===== config.mk =====
export PLATFORM = sky130hd
export DESIGN_NAME = seg7_scan_mux
export DESIGN_NICKNAME = d
export VERILOG_FILES = /design/src/rtl/seg7_pkg.sv /design/src/rtl/seg7_decode.sv /design/src/rtl/seg7_scan_mux.sv
export SDC_FILE = /design/constraint.sdc
export NUM_CORES = 1
export LEC_CHECK = 0
export CAP_MARGIN = 20
export CORE_ASPECT_RATIO = 2
export CORE_MARGIN = 8
export CORE_UTILIZATION = 25
export DETAILED_ROUTE_END_ITERATION = 6
export PLACE_DENSITY = 0.49
export SYNTH_ARGS = -nofsm -noshare
export SYNTH_HDL_FRONTEND = slang
export SYNTH_HIERARCHICAL = 1
export SYNTH_SLANG_ARGS = --single-unit

===== constraint.sdc =====
create_clock -name clk -period 3.3 [get_ports clk]
set_clock_uncertainty 0.1 [all_clocks]
set_input_delay 0.495 -clock clk [delete_from_list [all_inputs] [get_ports clk]]
set_output_delay 0.495 -clock clk [all_outputs]
set_load 0.01 [all_outputs]

===== src/rtl/seg7_pkg.sv =====
// rtl/seg7_pkg.sv - shared segment constants and hex glyph table for the 7-segment scanner
package seg7_pkg;

  localparam int SEG_W  = 8;
  localparam int SEG_A  = 0;
  localparam int SEG_B  = 1;
  localparam int SEG_C  = 2;
  localparam int SEG_D  = 3;
  localparam int SEG_E  = 4;
  localparam int SEG_F  = 5;
  localparam int SEG_G  = 6;
  localparam int SEG_DP = 7;

  typedef logic [SEG_W-1:0] seg_t;
  typedef logic [3:0]       nibble_t;

  // Bit order is {g,f,e,d,c,b,a}; A..F use the usual A b C d E F shapes.
  function automatic logic [6:0] glyph(input nibble_t nib);
    logic [6:0] g;
    case (nib)
      4'h0:    g = 7'h3F;
      4'h1:    g = 7'h06;
      4'h2:    g = 7'h5B;
      4'h3:    g = 7'h4F;
      4'h4:    g = 7'h66;
      4'h5:    g = 7'h6D;
      4'h6:    g = 7'h7D;
      4'h7:    g = 7'h07;
      4'h8:    g = 7'h7F;
      4'h9:    g = 7'h6F;
      4'hA:    g = 7'h77;
      4'hB:    g = 7'h7C;
      4'hC:    g = 7'h39;
      4'hD:    g = 7'h5E;
      4'hE:    g = 7'h79;
      default: g = 7'h71;
    endcase
    return g;
  endfunction

endpackage


===== src/rtl/seg7_decode.sv =====
// rtl/seg7_decode.sv - combinational hex nibble plus decimal point to segment pattern
module seg7_decode
  import seg7_pkg::*;
(
  input  logic             [3:0] nibble,
  input  logic                   dp,
  output logic [SEG_W-1:0]       seg
);

  always_comb begin
    seg                  = '0;
    seg[SEG_G:SEG_A]     = glyph(nibble);
    seg[SEG_DP]          = dp;
  end

endmodule


===== src/rtl/seg7_scan_mux.sv =====
// rtl/seg7_scan_mux.sv - multiplexed 7-segment scanner with PWM dimming; SEG7_LZB_EN adds leading-zero blanking
module seg7_scan_mux
  import seg7_pkg::*;
#(
  parameter int NUM_DIGITS = 4,
  parameter int SCAN_DIV   = 5000,
  parameter int BLANK_CYC  = 2
) (
  input  logic                    clk,
  input  logic                    rst,
  input  logic [4*NUM_DIGITS-1:0] value,
  input  logic [NUM_DIGITS-1:0]   dp,
  input  logic [NUM_DIGITS-1:0]   blank,
  input  logic [3:0]              bright,
  output logic [SEG_W-1:0]        seg,
  output logic [NUM_DIGITS-1:0]   dig_n,
  output logic                    frame_tick
);

  localparam int SLOT_W = $clog2(SCAN_DIV);
  localparam int IDX_W  = (NUM_DIGITS > 1) ? $clog2(NUM_DIGITS) : 1;

  localparam logic [SLOT_W-1:0] SLOT_LAST = SLOT_W'(SCAN_DIV - 1);
  localparam logic [IDX_W-1:0]  IDX_LAST  = IDX_W'(NUM_DIGITS - 1);

  logic [SLOT_W-1:0]       slot_cnt;
  logic [IDX_W-1:0]        idx;
  logic [3:0]              pwm;
  logic [4*NUM_DIGITS-1:0] frm_value;
  logic [NUM_DIGITS-1:0]   frm_dp;
  logic [NUM_DIGITS-1:0]   frm_blank;

  logic slot_last;
  logic frame_wrap;

  assign slot_last  = (slot_cnt == SLOT_LAST);
  assign frame_wrap = slot_last && (idx == IDX_LAST);

  // Frame registers are only loaded as the scan returns to digit 0, so a
  // frame never mixes old and new input data.
  always_ff @(posedge clk) begin
    if (rst) begin
      slot_cnt   <= '0;
      idx        <= '0;
      pwm        <= '0;
      frm_value  <= '0;
      frm_dp     <= '0;
      frm_blank  <= '0;
      frame_tick <= 1'b0;
    end else begin
      pwm        <= pwm + 4'd1;
      frame_tick <= frame_wrap;
      if (slot_last) begin
        slot_cnt <= '0;
        idx      <= frame_wrap ? '0 : idx + IDX_W'(1);
      end else begin
        slot_cnt <= slot_cnt + SLOT_W'(1);
      end
      if (frame_wrap) begin
        frm_value <= value;
        frm_dp    <= dp;
        frm_blank <= blank;
      end
    end
  end

  logic [NUM_DIGITS-1:0] lzb_mask;

`ifdef SEG7_LZB_EN
  logic lzb_run;

  // Walk down from the top digit; suppression stops at the first nonzero
  // nibble or set decimal point. Digit 0 is never part of the walk.
  always_comb begin
    lzb_run  = 1'b1;
    lzb_mask = '0;
    for (int i = NUM_DIGITS - 1; i > 0; i--) begin
      lzb_run     = lzb_run && (frm_value[4*i +: 4] == 4'h0) && !frm_dp[i];
      lzb_mask[i] = lzb_run;
    end
  end
`else
  assign lzb_mask = '0;
`endif

  logic [3:0] cur_nib;
  logic       cur_dp;
  logic       cur_blank;
  logic       cur_lzb;

  always_comb begin
    cur_nib   = '0;
    cur_dp    = 1'b0;
    cur_blank = 1'b0;
    cur_lzb   = 1'b0;
    for (int i = 0; i < NUM_DIGITS; i++) begin
      if (idx == IDX_W'(i)) begin
        cur_nib   = frm_value[4*i +: 4];
        cur_dp    = frm_dp[i];
        cur_blank = frm_blank[i];
        cur_lzb   = lzb_mask[i];
      end
    end
  end

  logic             guard;
  logic             pwm_on;
  logic             lit;
  logic [SEG_W-1:0] dec_seg;

  assign guard  = (int'(slot_cnt) < BLANK_CYC);
  assign pwm_on = (bright == 4'hF) || (pwm < bright);
  assign lit    = !guard && pwm_on && !cur_blank && !cur_lzb;

  seg7_decode u_decode (
    .nibble (cur_nib),
    .dp     (cur_dp),
    .seg    (dec_seg)
  );

  logic [SEG_W-1:0]      seg_d;
  logic [NUM_DIGITS-1:0] dig_n_d;

  // A single index drives the enable, so at most one digit can be low.
  always_comb begin
    seg_d   = lit ? dec_seg : '0;
    dig_n_d = '1;
    for (int i = 0; i < NUM_DIGITS; i++) begin
      if (lit && (idx == IDX_W'(i))) begin
        dig_n_d[i] = 1'b0;
      end
    end
  end

  always_ff @(posedge clk) begin
    if (rst) begin
      seg   <= '0;
      dig_n <= '1;
    end else begin
      seg   <= seg_d;
      dig_n <= dig_n_d;
    end
  end

endmodule


==> flow_metrics.py, run 1 <==
metrics = {
    "finish": {
        "layout_common_cells": "nand2_1, dfxtp_1, clkdlybuf4s50_1, a21oi_1, nor2_1",
        "layout_commonest_cell": "nand2_1",
        "syn2layout_area_growth_pct": 25.6,
        "drive_gt1_frac": 0.0620,
        "n_antenna_cell": 0,
        "stdcell_area_um2": 3340,
        "fin_nets": 400,
    },
    "global_route": {
        "track_usage": 0.0928,
        "grt_pass1_vias": 2200,
        "grt_pass1_wl_mm": 10.4,
        "grt-ovfl-total": 0,
        "grt_max_degree": 28,
        "antenna_found_initial": 0,
    },
    "setup_path": {
        "crit_slowest_cell": "mux4_1",
        "reg2reg_depth": 10,
        "worstPathCellList": "inv_1, ha_1, nand3b_1, a21oi_1, a21oi_1, o21ai_0, inv_1, ha_1, mux4_1, and3_1",
        "cpPeakStageDelay_ns": 0.48,
        "critPathLaunchType": "register",
        "worst-path-max-fanout": 13,
        "end_kind": "register",
        "worstSetupPathType": "reg -> reg",
        "cp.arrival_ns": 3.02,
        "required_ns": 3.39,
    },
    "detailed_routing": {
        "postRouteAntennaNets": 0,
        "wl_met1_mm": 2.43,
        "via_count": 2202,
        "wl_mm": 6.42,
        "drtIter0Drc": 86,
        "top_layer": "met4",
        "wl_met3_um": 347,
        "met2_length_mm": 3.48,
        "viasPerCell": 4.48,
        "wl_per_cell_um": 13.0,
        "post-route-drc-count": 0,
        "first_pass_iters": 4,
    },
    "floorplan": {
        "dieArea_um2": 14400,
        "rows": 53,
        "ios": 43,
        "core_area_um2": 10400,
        "die_h_um": 162,
        "initial_core_util": 0.256,
        "die_x_um": 89.0,
    },
    "timing": {
        "period_minus_slack_ns": 2.93,
        "hold_ws_ns": 0.353,
        "fin_crit_sh": 0.888,
        "drv_slew": 0,
        "finalHoldViolCount": 0,
        "report.final.setup_viol": 0,
        "tns_ns": 0,
        "relSlewSlack": 0.640,
        "tightest_slew_ns": 0.540,
        "clock.fmax_mhz": 341,
        "grt_setup_unrepaired": "false",
    },
    "clocking": {
        "cts.sinks": 56,
        "hold_buffers": 0,
        "h-tree-depth": 2,
        "clockBufferDepth": 2,
        "root_buffer": "clkbuf_16",
        "cts_setup_buffers": 0,
        "numCtsBuffers": 5,
        "cts_tree": "yes",
        "clk_latency_ns": 0.29,
        "ctsResizeCount": 0,
        "clk_pin_slew_ns": 0.07,
    },
    "synth": {
        "synth_top_cell_by_area": "dfxtp_1",
        "synth_warnings": 6,
        "seq_area_frac_synth": 0.421,
        "avgSynthCellArea_um2": 8.45,
        "synthFlopType": "dfxtp_1",
        "syn_inst": 315,
        "post-synth-top-area-fraction": 0.421,
        "synth_area_leaders": "dfxtp_1, nand2_1, ha_1",
        "synth-seq-cells": 56,
        "synth_nets": 361,
        "synth_edf_count": 0,
        "synthArstFlopShare": 0,
        "synth_cell_type_count": 41,
        "synth_area_um2": 2660,
    },
    "pwr": {
        "power_density_nw_per_um2": 401,
        "vdd_drop_max_mv": 0.208,
        "p_leak_nw": 1.20,
        "report.power.total_mw": 1.34,
    },
    "min_path": {
        "whs_path_depth": 1,
        "hold_path.class": "reg -> reg",
    },
    "place": {
        "dpl_cell_area_um2": 3200,
        "io_buffers": 42,
        "dpl.hpwl_mm": 4.97,
        "gp_congestion": 0.758,
    },
    "run_status": {
        "outcome": "complete, no violations",
    },
    "flow_run": {
        "drv_cap": 0,
    },
}
## cell families (layout without fill, tap and decap cells)
family,Yosys count,in the layout,synth area share
adder cells (fa/ha/maj),16,16,0.0752
AO/OA/AOI/OAI,54,54,0.116
XOR/XNOR,13,13,0.0428
AND/OR/NAND/NOR,137,137,0.246
flip-flops,56,56,0.421
buffers and inverters,32,72,0.0635
multiplexers,7,7,0.0353
## report_power, final
| part | switching [mW] | internal, mW | leakage, nW | total [mW] |
|---|---|---|---|---|
| clock | 0.235 | 0.304 | 0.0712 | 0.538 |
| sequential | 0.00817 | 0.690 | 0.453 | 0.698 |
| combinational | 0.0417 | 0.0631 | 0.673 | 0.105 |
## critical path, delay by kind of cell (launching register included)
kind	cells	cell delay, ns
buffers and inverters	2	0.26
AOI/OAI and AO/OA	3	0.62
and+or+nand+nor	2	0.36
adders and majority gates	2	0.65
muxes	1	0.48
DFF	1	0.37
## state kept, by name, summed over array words and instances, names as in the netlist
| signal | count |
|---|---|
| frm_value | 16 |
| slot_cnt | 13 |
| seg | 8 |
| frm_blank | 4 |
| frm_dp | 4 |
| dig_n | 4 |
| idx | 2 |
| frame_tick | 1 |
| pwm | 4 |
## layout make-up
class                   count  area [um2]
repair buffers             50         480
flip-flops and latches     56        1120
multi-input cells         227        1370
inverters                  14        52.6
well taps                 137         171
fillers                  1130        7070
clock buffers               8         146
## cells in the mapped netlist, drive strengths merged, types with 7 or more instances
master,instances
nand2,65
and3,10
nand3,8
dfxtp,56
ha,16
inv,14
xnor2,10
clkbuf,8
nand3b,7
nor2,24
buf,10
a21oi,40
## stage by stage
| stage | cells | utilization | setup WS (ns) |
|---|---|---|---|
| floorplan | 315 | - | 0.535 |
| global placement | 484 | 0.307 | 0.437 |
| detailed placement | 484 | 0.307 | 0.375 |
| CTS | 492 | 0.321 | 0.355 |
| global route | 492 | 0.321 | 0.188 |
| finish | 492 | 0.321 | 0.370 |
## per-layer routing
layer | GRT usage | vias up
met3 | 0.0238 | 10
met5 | 0 | -
met4 | 0.0465 | 0
met2 | 0.175 | 42
li1 | - | 1134
met1 | 0.0861 | 1016
## path summary, 6_finish.rpt
check | from | to | slack, ns
max | idx[1]$_SDFFE_PP0P_ | seg[3]$_SDFF_PP0_ | 0.37
min | slot_cnt[0]$_SDFF_PP0_ | slot_cnt[0]$_SDFF_PP0_ | 0.35
max reg2reg | idx[1]$_SDFFE_PP0P_ | seg[3]$_SDFF_PP0_ | 0.37
min reg2reg | slot_cnt[0]$_SDFF_PP0_ | slot_cnt[0]$_SDFF_PP0_ | 0.35
Note: power is estimated with default switching activity, not from simulation.
==> run 2, diff against run 1 <==
--- a/config.mk
+++ b/config.mk
@@ -5,10 +5,12 @@
 export SDC_FILE = /design/constraint.sdc
 export NUM_CORES = 1
 export LEC_CHECK = 0
-export CAP_MARGIN = 20
+export ABC_AREA = 0
+export CAP_MARGIN = 15
 export CORE_ASPECT_RATIO = 2
 export CORE_MARGIN = 8
 export CORE_UTILIZATION = 25
+export CTS_CLUSTER_DIAMETER = 150
 export DETAILED_ROUTE_END_ITERATION = 6
 export PLACE_DENSITY = 0.49
 export SYNTH_ARGS = -nofsm -noshare
==> results of run 2 <==
The final DEF is identical to that of run 1; final timing and power are the same.
==> run 3, diff against run 2 <==
--- a/config.mk
+++ b/config.mk
@@ -6,7 +6,6 @@
 export NUM_CORES = 1
 export LEC_CHECK = 0
 export ABC_AREA = 0
-export CAP_MARGIN = 15
 export CORE_ASPECT_RATIO = 2
 export CORE_MARGIN = 8
 export CORE_UTILIZATION = 25
==> results of run 3 <==
The final DEF is identical to that of run 1; final timing and power are the same.
